==> config.mk <==
export PLATFORM = sky130hd
export DESIGN_NAME = fetch_queue_unit
export DESIGN_NICKNAME = d
export VERILOG_FILES = /design/src/rtl/fetch_queue_unit.sv
export SDC_FILE = /design/constraint.sdc
export NUM_CORES = 1
export LEC_CHECK = 0
export BUFFER_PORTS_ARGS = -buffer_cell sky130_fd_sc_hd__clkbuf_2
export CAP_MARGIN = 25
export CORE_ASPECT_RATIO = 1.2
export CORE_MARGIN = 4
export CORE_UTILIZATION = 25
export DETAILED_ROUTE_END_ITERATION = 12
export GPL_TIMING_DRIVEN = 0
export PLACE_DENSITY_LB_ADDON = 0.12
export SLEW_MARGIN = 40
export SYNTH_ARGS = -nofsm -noshare
export SYNTH_HDL_FRONTEND = slang
export SYNTH_SLANG_ARGS = --single-unit
==> constraint.sdc <==
create_clock -name clk -period 9.1 [get_ports clk]
set_input_delay 0.91 -clock clk [delete_from_list [all_inputs] [get_ports clk]]
set_output_delay 0.91 -clock clk [all_outputs]
set_load 0.05 [all_outputs]
==> src/rtl/fetch_queue_unit.sv <==
// Prefetching instruction unit: a PC-tagged queue fed from synchronous instruction memory and
// drained into IR. Branch, jump and register redirects flush the queue and take one FLUSH cycle.
module fetch_queue_unit #(
    parameter int            AW       = 32,
    parameter int            IM_AW    = 12,
    parameter int            DEPTH    = 4,
    parameter logic [AW-1:0] RESET_PC = '0
) (
    input  logic          clk,
    input  logic          reset,
    input  logic          fetch_en,
    output logic          im_cs,
    output logic          im_rd,
    output logic [AW-1:0] im_addr,
    input  logic [31:0]   im_rdata,
    input  logic          ir_ld,
    output logic          q_valid,
    input  logic          pc_ld,
    input  logic [1:0]    pc_sel,
    input  logic [AW-1:0] PC_in,
    output logic [31:0]   IR_out,
    output logic [AW-1:0] PC_out,
    output logic [31:0]   SE_16
);
    localparam int          PW      = $clog2(DEPTH);
    localparam logic [PW:0] DEPTH_C = (PW+1)'(DEPTH);

    typedef enum logic {FETCH, FLUSH} state_t;

    state_t               state;
    logic [AW-1:0]        fpc;
    logic [AW-1:0]        req_pc;
    logic                 inflight;
    logic [PW-1:0]        head;
    logic [PW-1:0]        tail;
    logic [PW:0]          count;
    logic [31:0]          q_data [DEPTH];
    logic [AW-1:0]        q_pc   [DEPTH];

    logic                 redirect;
    logic                 push;
    logic                 pop;
    logic [AW-1:0]        p4;
    logic signed [31:0]   br_off;
    logic [AW-1:0]        br_target;
    logic [AW-1:0]        jmp_target;
    logic [AW-1:0]        target;

    assign redirect = pc_ld && (pc_sel != 2'b11);
    assign push     = inflight && (state == FETCH) && !redirect;
    assign pop      = ir_ld && q_valid && !redirect;
    assign q_valid  = (count != '0);

    // The in-flight slot is reserved up front so a full queue can never be overrun.
    assign im_rd    = !reset && (state == FETCH) && fetch_en && !redirect &&
                      ((count + {{PW{1'b0}}, inflight}) < DEPTH_C);
    assign im_cs    = im_rd;
    assign im_addr  = AW'(fpc[IM_AW-1:0]);

    assign SE_16     = {{16{IR_out[15]}}, IR_out[15:0]};
    assign p4        = PC_out + AW'(4);
    assign br_off    = {SE_16[29:0], 2'b00};
    assign br_target = p4 + AW'(br_off);

    always_comb begin
        jmp_target       = p4;
        jmp_target[27:0] = {IR_out[25:0], 2'b00};
        target           = PC_in;
        case (pc_sel)
            2'b00:   target = br_target;
            2'b01:   target = jmp_target;
            default: target = PC_in;
        endcase
    end

    always_ff @(posedge clk or posedge reset) begin
        if (reset) begin
            state    <= FETCH;
            fpc      <= RESET_PC;
            req_pc   <= RESET_PC;
            inflight <= 1'b0;
            head     <= '0;
            tail     <= '0;
            count    <= '0;
            IR_out   <= '0;
            PC_out   <= RESET_PC;
        end else if (redirect) begin
            // Dropping inflight here discards the response that lands during FLUSH.
            state    <= FLUSH;
            fpc      <= target;
            inflight <= 1'b0;
            head     <= '0;
            tail     <= '0;
            count    <= '0;
        end else begin
            state    <= FETCH;
            inflight <= im_rd;
            if (im_rd) begin
                fpc    <= fpc + AW'(4);
                req_pc <= fpc;
            end
            if (push) begin
                tail <= tail + 1'b1;
            end
            if (pop) begin
                head   <= head + 1'b1;
                IR_out <= q_data[head];
                PC_out <= q_pc[head];
            end
            case ({push, pop})
                2'b10:   count <= count + 1'b1;
                2'b01:   count <= count - 1'b1;
                default: count <= count;
            endcase
        end
    end

    always_ff @(posedge clk) begin
        if (push) begin
            q_data[tail] <= im_rdata;
            q_pc[tail]   <= req_pc;
        end
    end
endmodule
==> summary.txt, run 1 <==
status = finished, final reports clean
Pwr Density = 368 nW/um^2
Post-synth EDFFs = 256
Async SR Flop Fraction = 34.9%
Syn Inst Count = 1370
grt ovf = 0
Non-Filler Instances = 2606
Wirelength per Cell = 23.6 um
crit-path most repeated cell = clkbuf_2
Syn. warnings = 0
die height = 307 um
placed cell areas = 21000 sq um
root buffer cell = clkbuf_16
clk_skew = 0.0303 ns
critical setup path kind = input port to output pin
H-tree levels = 2
clock buffer depth = 3
Routed Antenna Nets = 0
buffers plus inverters on the worst setup path = 6
vias in the first global route = 12900
Post-Place Cells = 2522
fin. max-slew vios = 0
Crit Path Max Fanout = 11
Pre-Repair DR Iteration Count = 5
period utilization = 52.3%
cts repair resizes = 0
Layout Utilization = 30.6%
maximum clock frequency = 0.210 GHz
Primary FF master, synth = edfxtp_1
Nets = 1739
Hold WC Path Type = input port to async pin
M1 GR Usage = 19.6%
Post-Syn Area = 18600 sq um
first-pass GRT wire length = 90.0 mm
Post-Route WL = 61.4 mm
DR DRC count = 0
Avg Vias per Cell = 4.74
GPL Wtd Cong = 0.879
Top Usage Layer GRT = met2
die area = 78800 sq um
CP endpoint kind = output pin
Sink Count = 393
initial antenna violation count = 4
# Post-CTS Setup Buffers = 0
largest net degree at the start of global routing = 49
DRT iter0 DRCs = 866
commonest non-fill, non-tap cells in the layout = 256 x edfxtp_1, 187 x clkbuf_2, 164 x nand2_1, 136 x dfrtp_1, 65 x buf_4
slew margin rel. = 43.9%
routed vias = 12400
RSZ-0062 raised after global routing = false
HPWL Detailed = 45.5 mm
Req. time, crit path = 8.19 ns
Initial Utilization = 25.2%
Slew @ Worst Pin = 0.841 ns
post-route cell area = 22500 sq um
delay-heaviest family, CP = buffers and inverters
Area Growth Syn to Fin = 21.2%
Avg Cell Area, Syn = 13.6 sq um
commonest non-fill, non-tap cell in the layout = edfxtp_1
IO Count = 202
maximum VDD drop = 221 uV
# port buffers = 180
core box area = 73600 sq um
Core Rows = 109
Critical Path Start Type = input port
met3 Use GR = 2.64%
data arrival time of the critical path = 3.85 ns
Die X = 257 um
Post-CTS Hold Fix Bufs = 0
register area share after synthesis = 59.8%
Reg clk slew, reported paths = 0.06 ns
CP Cell Sequence = clkbuf_2, nand2_1, nand2_1, nand4_1, inv_2, clkbuf_1, clkbuf_2, buf_4, clkbuf_2
filler instances = 7469
Fin Setup TNS = 0 ns
Largest stage delay, worst path = 0.62 ns
Yosys cell types = 86
CTS tree = built
layout cells sized above 1 = 30.7%
Leakage Power = 8.66 nW
Clk Latency, worst-skew pair = 0.58 ns
max_cap viols = 0
Final Hold Vio Count = 0
Design Power = 8.29 mW
#FFs+latches synth = 393
Total GRT Usage = 15.4%
grt met2 use = 27.0%
Crit-path slowest cell = nand4_1
TritonCTS buffer count = 45
min cycle time layout = 4.76 ns
# setup viols final = 0
## through the flow
| stage | hold WS (ns) | worst slack, ns |
|---|---|---|
| 3_5_place_dp | 0.500 | 4.37 |
| 4_1_cts | 0.395 | 4.36 |
| 5_1_grt | 0.421 | 4.27 |
| 6_report | 0.408 | 4.34 |
| 3_3_place_gp | 0.492 | 1.57 |
| 2_1_floorplan | 0.462 | 4.52 |
## registers in the layout, indices dropped and copies added (netlist names)
register and count:
req_pc 32, inflight 1, count 3, IR_out 32
fpc 32, tail 2, q_pc 128, state 1
PC_out 32, q_data 128, head 2
## power breakdown
| part | total [mW] | switching (mW) | leakage [nW] | internal, mW |
|---|---|---|---|---|
| logic | 3.62 | 2.32 | 3.99 | 1.30 |
| clock network | 1.86 | 0.744 | 0.730 | 1.12 |
| registers | 2.81 | 0.534 | 3.93 | 2.28 |
| total | 8.29 | 3.60 | 8.66 | 4.69 |
## per-layer routing
metal | vias up | routed length (um)
met4 | 6 | 1530
met5 | - | 40
met2 | 324 | 30800
li1 | 5613 | -
met3 | 92 | 2710
met1 | 6319 | 26400
## synthesized netlist by cell type, types with 38 or more instances
library cell | instances | area share [%]
a21oi_1 | 45 | 1.2
buf_4 | 65 | 2.6
clkbuf_1 | 40 | 0.81
dfrtp_1 | 137 | 18
edfxtp_1 | 256 | 41
ha_1 | 40 | 2.7
mux2_2 | 62 | 3.8
mux4_2 | 64 | 7.8
nand2_1 | 164 | 3.3
nand3_1 | 38 | 1.0
nor2_1 | 53 | 1.1
o21ai_0 | 47 | 1.3
xnor2_1 | 42 | 2.0
## cells by family after synthesis
| group | after synthesis | synth area share (%) |
|---|---|---|
| other | 1 | 0.0202 |
| adder cells (fa/ha/maj) | 42 | 2.91 |
| AO/OA/AOI/OAI | 217 | 8.08 |
| AND/OR/NAND/NOR | 369 | 9.75 |
| buffers and inverters | 146 | 4.31 |
| multiplexers | 134 | 11.9 |
| XOR/XNOR | 68 | 3.20 |
| flip-flops | 393 | 59.8 |
## worst register-to-register path, cell delays in order (launching register included)
cell	delay, ns
dfrtp_1	0.54
and4_1	0.26
and2_0	0.12
clkbuf_1	0.57
nand2_1	0.16
xnor2_1	0.17
ha_1	0.43
nand2_1	0.21
o21bai_1	0.23
a2111oi_0	0.61
o31ai_1	0.27
and3_1	0.27
o31a_1	0.28
o21ai_1	0.15
a31oi_1	0.10
## layout make-up
type                       count  area [sq um]  area share, %
sequential                   393         11100           49.3
multi-input combinational    850          6790           30.1
clock buffer                  62          1260           5.59
tap                          943          1180           5.23
timing repair buffer         190          1120           4.95
buffer                       123           734           3.26
clock inverter                21           254           1.13
inverter                      23          93.8          0.416
antenna                        1          2.50         0.0111
## worst paths after layout
check                                            start                    end  slack (ns)  cells past startpoint
worst max-delay path                         pc_sel[1]                  im_rd        4.34                      9
worst min-delay path                             reset  IR_out[0]$_DFFE_PP0P_        0.41                      2
worst max register to register   PC_out[7]$_DFFE_PP0P_    fpc[28]$_DFFE_PP0P_        4.54                     14
worst min register to register  req_pc[16]$_DFFE_PP0P_  q_pc[3][16]$_DFFE_PP_        0.51                      0
max in group asynchronous                        reset  PC_out[8]$_DFFE_PP0P_        8.03                      3
min in group clk                req_pc[16]$_DFFE_PP0P_  q_pc[3][16]$_DFFE_PP_        0.51                      0
Power figures use the tool's default switching activity.
==> run 2, diff against run 1 <==
==> constraint.sdc (replaced) <==
create_clock -name clk -period 4.9 [get_ports clk]
set_input_delay 0.49 -clock clk [delete_from_list [all_inputs] [get_ports clk]]
set_output_delay 0.49 -clock clk [all_outputs]
set_load 0.05 [all_outputs]
==> summary.txt, run 2 (synthesis results as in run 1) <==
status = finished, final reports clean
layout cells sized above 1 = 30.7% (about the same)
clk_skew = 0.0305 ns (+0.000256 ns)
Post-Route WL = 61.4 mm (about the same)
wire length on met2 = 30.6 mm (-0.42%)
GPL Wtd Cong = 0.879 (unchanged)
Non-Filler Instances = 2607 (+0.038%)
initial antenna violation count = 4 (unchanged)
Clk Latency, worst-skew pair = 0.57 ns (about the same)
Design Power = 15.4 mW (+86%)
Sink Count = 393 (unchanged)
CP endpoint kind = flop
Area Growth Syn to Fin = 21.3% (about the same)
top sig layer = met5
critical setup path kind = flop to flop
data arrival time of the critical path = 4.90 ns (+1.05 ns)
max_cap viols = 0 (unchanged)
combinational share of power = 43.6% (about the same)
first-pass GRT wire length = 90.0 mm (unchanged)
routed length on met1 = 26.3 mm (-0.25%)
Flop pwr share = 33.9% (about the same)
setup ws final = 0.384 ns (-3.96 ns)
min cycle time layout = 4.52 ns
Total GRT Usage = 15.4% (unchanged)
core box area = 73600 sq um (unchanged)
crit path launch = PC_out[7]$_DFFE_PP0P_
# port buffers = 180 (unchanged)
Slew @ Worst Pin = 0.879 ns (+0.0381 ns)
Core Rows = 109 (unchanged)
Avg Vias per Cell = 4.74 (-0.11%)
DRT iter0 DRCs = 866 (unchanged)
die height = 307 um (unchanged)
Initial Utilization = 25.2% (unchanged)
clock buffer depth = 3 (unchanged)
Post-Place Cells = 2522 (unchanged)
crit path to = fpc[28]$_DFFE_PP0P_
biggest regs = q_data x128, q_pc x128
TritonCTS buffer count = 45 (unchanged)
die area = 78800 sq um (unchanged)
Crit Path Max Fanout = 7 (-4)
CTS tree = built
Routed Antenna Nets = 0 (unchanged)
Nets = 1740 (+0.058%)
fin. max-slew vios = 0 (unchanged)
commonest non-fill, non-tap cell in the layout = edfxtp_1
largest net degree at the start of global routing = 49 (unchanged)
cts repair resizes = 0 (unchanged)
Final Hold Vio Count = 0 (unchanged)
DR WL met3 = 2.78 mm (+2.7%)
reg-to-reg startpoint = PC_out[7]$_DFFE_PP0P_
reg-to-reg critical path endpoint = fpc[28]$_DFFE_PP0P_
IO Count = 202 (unchanged)
DR DRC count = 0 (unchanged)
HPWL Detailed = 45.5 mm (unchanged)
root buffer cell = clkbuf_16
period utilization = 92.2%
Pre-Repair DR Iteration Count = 5 (unchanged)
Wirelength per Cell = 23.5 um (-0.13%)
Hold WC Path Type = input port to flop
filler instances = 7468 (-0.013%)
Die X = 257 um (unchanged)
maximum clock frequency = 0.221 GHz
Critical Path Start Type = flop
maximum VDD drop = 410 uV (+86%)
Leakage Power = 8.66 nW (about the same)
Pwr Density = 682 nW/um^2 (+86%)
FF-to-FF setup slack = 0.38 ns (-4.16 ns)
commonest non-fill, non-tap cells in the layout = 256 x edfxtp_1, 187 x clkbuf_2, 164 x nand2_1, 136 x dfrtp_1, 65 x buf_4
routed vias = 12300 (-0.073%)
Net Sw Frac = 43.4% (about the same)
area occupied by multi-input gates = 6790 sq um (unchanged)
internal power = 8.71 mW (+86%)
vias in the first global route = 12900 (unchanged)
RSZ-0062 raised after global routing = false
Psw = 6.68 mW (+86%)
Reg clk slew, reported paths = 0.06 ns (about the same)
Req. time, crit path = 5.28 ns (-2.91 ns)
slew margin rel. = 40.9% (-3.0 points)
grt ovf = 0 (unchanged)
H-tree levels = 2 (unchanged)
worst r2r path cells = 14 (unchanged)
FF+latch area = 11100 sq um (unchanged)
# setup viols final = 0 (unchanged)
clock power share = 22.4% (about the same)
worst slack at placement = 0.477 ns (-3.89 ns)
[run 2: cell types whose count changed in the layout (fill, tap and decap cells not counted)]
cell           delta
dlygate4sd3_1     +1
[run 2: per-stage QoR]
| stage | TNS, ns | util [%] | area (sq um) | hold WS, ns |
|---|---|---|---|---|
| after detailed placement | 0 | 28.5 | 21000 | 0.500 |
| after global routing | 0 | 30.6 | 22600 | 0.111 |
| after CTS | 0 | 30.6 | 22500 | 0.0964 |
| after global placement | -594.21 | 28.2 | 20700 | 0.492 |
| final | 0 | 30.6 | 22600 | 0.135 |
| after floorplan | 0 | - | 18700 | 0.462 |
[run 2: timing repair]
item | CTS | global route
buffers inserted | 0 | 0
hold endpoints to repair | 28 | 0
hold buffers | 1 | 0
[run 2: worst max-delay path, cell delays in order (launching register included)]
cell,delay [ns]
dfrtp_1,0.54
and4_1,0.26
and2_0,0.12
clkbuf_1,0.53
nand2_1,0.15
xnor2_1,0.16
ha_1,0.43
nand2_1,0.21
o21bai_1,0.23
a2111oi_0,0.60
o31ai_1,0.27
and3_1,0.27
o31a_1,0.28
o21ai_1,0.16
a31oi_1,0.10
[run 2: layout make-up]
type / count / area share, %
Sequential cell: 393 / 49.3
Multi-Input combinational cell: 850 / 30.1
Clock buffer: 62 / 5.59
Tap cell: 943 / 5.23
Timing Repair Buffer: 191 / 4.99
Buffer: 123 / 3.26
Clock inverter: 21 / 1.13
Inverter: 23 / 0.416
Antenna cell: 1 / 0.0111
[run 2: how the worst min path moves through the flow]
stage,slack (ns),endpoint,cells after the start,start
floorplan,0.46,req_pc[0]$_DFFE_PP0P_,2,fpc[0]$_DFFE_PP0P_
global placement,0.49,q_pc[1][0]$_DFFE_PP_,0,req_pc[0]$_DFFE_PP0P_
detailed placement,0.50,IR_out[30]$_DFFE_PP0P_,1,IR_out[30]$_DFFE_PP0P_
CTS,0.1,q_data[2][17]$_DFFE_PP_,1,im_rdata[17]
global route,0.11,q_data[1][17]$_DFFE_PP_,1,im_rdata[17]
finish,0.14,q_data[2][17]$_DFFE_PP_,1,im_rdata[17]
[run 2: power by group through the flow]
stage               Combinational, mW  Clock, mW  Sequential [mW]
detailed placement               6.76          0             5.32
CTS                              6.80       3.56             5.26
finish                           6.72       3.45             5.22
global route                     7.27       3.70             5.35
global placement                 6.75          0             5.30
floorplan                        4.22          0             5.80
[run 2: per-layer routing]
| layer | global-route usage (%) | vias up |
|---|---|---|
| met2 | 27.0 | 343 |
| met1 | 19.6 | 6277 |
| li1 | - | 5622 |
| met3 | 2.64 | 97 |
| met4 | 4.20 | 6 |
| met5 | 0 | - |
==> run 3, diff against run 2 <==
--- a/config.mk
+++ b/config.mk
@@ -9,10 +9,10 @@
 export CAP_MARGIN = 25
 export CORE_ASPECT_RATIO = 1.2
 export CORE_MARGIN = 4
-export CORE_UTILIZATION = 25
+export CORE_UTILIZATION = 59
 export DETAILED_ROUTE_END_ITERATION = 12
 export GPL_TIMING_DRIVEN = 0
-export PLACE_DENSITY_LB_ADDON = 0.12
+export PLACE_DENSITY_LB_ADDON = 0.3
 export SLEW_MARGIN = 40
 export SYNTH_ARGS = -nofsm -noshare
 export SYNTH_HDL_FRONTEND = slang
==> summary.txt, run 3 (synthesis results as in run 1) <==
status = finished, final reports clean
Ant. Diodes = 0 (-1)
Routed Antenna Nets = 0 (unchanged)
vias in the first global route = 12700 (-1.6%)
max_cap viols = 0 (unchanged)
Hold WC Path Type = input port to flop
commonest non-fill, non-tap cells in the layout = 256 x edfxtp_1, 182 x clkbuf_2, 164 x nand2_1, 136 x dfrtp_1, 66 x buf_4
DRT iter0 DRCs = 1095 (+26%)
Worst Hold Path Cells = 1 (unchanged)
crit-path most repeated cell = nand2_1
fin. max-slew vios = 0 (unchanged)
clk_skew = 0.0249 ns (-0.00559 ns)
die area = 34400 sq um (-56%)
Layout Utilization = 70.0% (+39 points)
met3 Use GR = 4.75% (+2.1 points)
filler instances = 2209 (-70%)
FF+latch area = 11100 sq um (unchanged)
Wirelength per Cell = 24.5 um (+4.2%)
clock buffer depth = 3 (unchanged)
Non-Filler Instances = 2047 (-21%)
DR DRC count = 0 (unchanged)
HPWL Detailed = 35.7 mm (-22%)
M1 GR Usage = 39.2% (+20 points)
Leakage Power = 8.50 nW (-1.9%)
TritonCTS buffer count = 38 (-16%)
Initial Utilization = 60.3% (+35 points)
largest net degree at the start of global routing = 71 (+45%)
Top Usage Layer GRT = met2
Die X = 170 um (-34%)
slew margin rel. = 37.8% (-3.2 points)
# setup viols final = 0 (unchanged)
Area Growth Syn to Fin = 16.0%
H-tree levels = 2 (unchanged)
Pwr Density = 683 nW/um^2 (+0.13%)
# port buffers = 180 (unchanged)
layout cells sized above 1 = 29.7% (-0.93 points)
RSZ-0062 raised after global routing = false
Clk Latency, worst-skew pair = 0.55 ns (-0.02 ns)
GPL Wtd Cong = 0.954 (+8.6%)
first-pass GRT wire length = 76.3 mm (-15%)
grt met2 use = 48.3% (+21 points)
Final Hold Vio Count = 0 (unchanged)
Avg Vias per Cell = 6.13 (+29%)
critical hold path startpoint = im_rdata[29]
Design Power = 14.7 mW (-4.2%)
critical setup path kind = flop to flop
Fin Setup TNS = 0 ns (unchanged)
Total GRT Usage = 29.2% (+14 points)
Crit-path slowest cell = dfrtp_1
die height = 202 um (-34%)
reg-to-reg critical path endpoint = fpc[24]$_DFFE_PP0P_
Sink Count = 393 (unchanged)
Critical Path Start Type = flop
period utilization = 88.0% (-4.2 points)
Nets = 1734 (-0.34%)
data arrival time of the critical path = 4.79 ns (-0.11 ns)
CP Cell Sequence = ha_1, and2_0, clkbuf_1, nand2_1, xnor2_1, ha_1, nand2_1, o21bai_1, a2111oi_0, o31ai_1, nand2_1, mux2_1, a211oi_1, a221o_1
initial antenna violation count = 0 (-4)
IO Count = 202 (unchanged)
min cycle time layout = 4.31 ns (-0.205 ns)
Post-Place Cells = 1975 (-22%)
Hold EP = q_data[0][29]$_DFFE_PP_
CP endpoint kind = flop
area occupied by multi-input gates = 6770 sq um (-0.18%)
biggest regs = q_data x128, q_pc x128
worst r2r path cells = 14 (unchanged)
maximum VDD drop = 601 uV (+47%)
Reg clk slew, reported paths = 0.07 ns (about the same)
Req. time, crit path = 5.38 ns (+0.10 ns)
reg-to-reg startpoint = PC_out[2]$_DFFE_PP0P_
root buffer cell = clkbuf_16
# Post-CTS Setup Buffers = 0 (unchanged)
routed vias = 12500 (+1.6%)
Post-Route WL = 50.2 mm (-18%)
core box area = 30800 sq um (-58%)
maximum clock frequency = 0.232 GHz (+4.8%)
Largest stage delay, worst path = 0.53 ns (-0.07 ns)
grt ovf = 0 (unchanged)
Core Rows = 70 (-36%)
CTS tree = built
FF-to-FF setup slack = 0.59 ns (+0.21 ns)
Crit Path Max Fanout = 7 (unchanged)
Slew @ Worst Pin = 0.933 ns (+0.0540 ns)
Pre-Repair DR Iteration Count = 6 (+1)
commonest non-fill, non-tap cell in the layout = edfxtp_1
==> run 3: changes by cell type in the layout (fill, tap and decap cells not counted), sizes merged <==
cell	delta
clkinvlp	+2
clkinv	-3
clkbuf	-6
diode	-1
inv	-1
bufinv	-4
==> run 3: where the power goes <==
group	switching (mW)	internal, mW	total, mW	leakage, nW
Clock	1.26	1.63	2.89	0.590
Sequential	0.923	4.23	5.15	3.93
Combinational	4.29	2.41	6.70	3.97
==> run 3: timing repair <==
action | CTS | global route
hold endpoints to repair | 14 | 0
hold buffers | 1 | 0
resized for setup | 0 | 0
==> run 3: metrics by stage <==
step / hold slack [ns] / setup WS [ns] / cell area [sq um]
2_1_floorplan: 0.462 / 0.742 / 18700
3_3_place_gp: 0.489 / -1.53 / 20100
3_5_place_dp: 0.466 / 0.729 / 20300
4_1_cts: 0.133 / 0.683 / 21600
5_1_grt: 0.147 / 0.361 / 21600
6_report: 0.157 / 0.589 / 21600
==> run 3: worst max-delay path by stage <==
stage,startpoint,to,slack [ns],cells past startpoint
2_1_floorplan,reset,IR_out[0]$_DFFE_PP0P_,0.74,1
3_3_place_gp,reset,IR_out[18]$_DFFE_PP0P_,-1.53,2
3_5_place_dp,PC_out[8]$_DFFE_PP0P_,fpc[29]$_DFFE_PP0P_,0.73,14
4_1_cts,PC_out[2]$_DFFE_PP0P_,fpc[29]$_DFFE_PP0P_,0.68,15
5_1_grt,PC_out[8]$_DFFE_PP0P_,fpc[29]$_DFFE_PP0P_,0.36,14
6_report,PC_out[2]$_DFFE_PP0P_,fpc[24]$_DFFE_PP0P_,0.59,14
==> run 3: per-layer routing <==
| metal | vias to the layer above | share of wire, % |
|---|---|---|
| met5 | - | 0 |
| li1 | 5600 | - |
| met3 | 129 | 7.1 |
| met4 | 0 | 4.2 |
| met1 | 6253 | 39 |
| met2 | 560 | 49 |
==> run 3: worst max-delay path, delay by kind of cell, from the launching register on <==
family          cells  cell delay [ns]
compound gates      5             1.40
xor+xnor            1             0.15
fa+ha+maj           2             0.70
buf+inv             1             0.48
flops               1             0.53
mux                 1             0.33
simple gates        4             0.65
==> run 3: final cells by class <==
cell class,count,share of cell area [%]
Buffer,123,3.36
Clock buffer,55,5.08
Clock inverter,15,0.655
Inverter,23,0.435
Multi-Input combinational cell,850,31.4
Sequential cell,393,51.5
Tap cell,396,2.30
Timing Repair Buffer,192,5.25
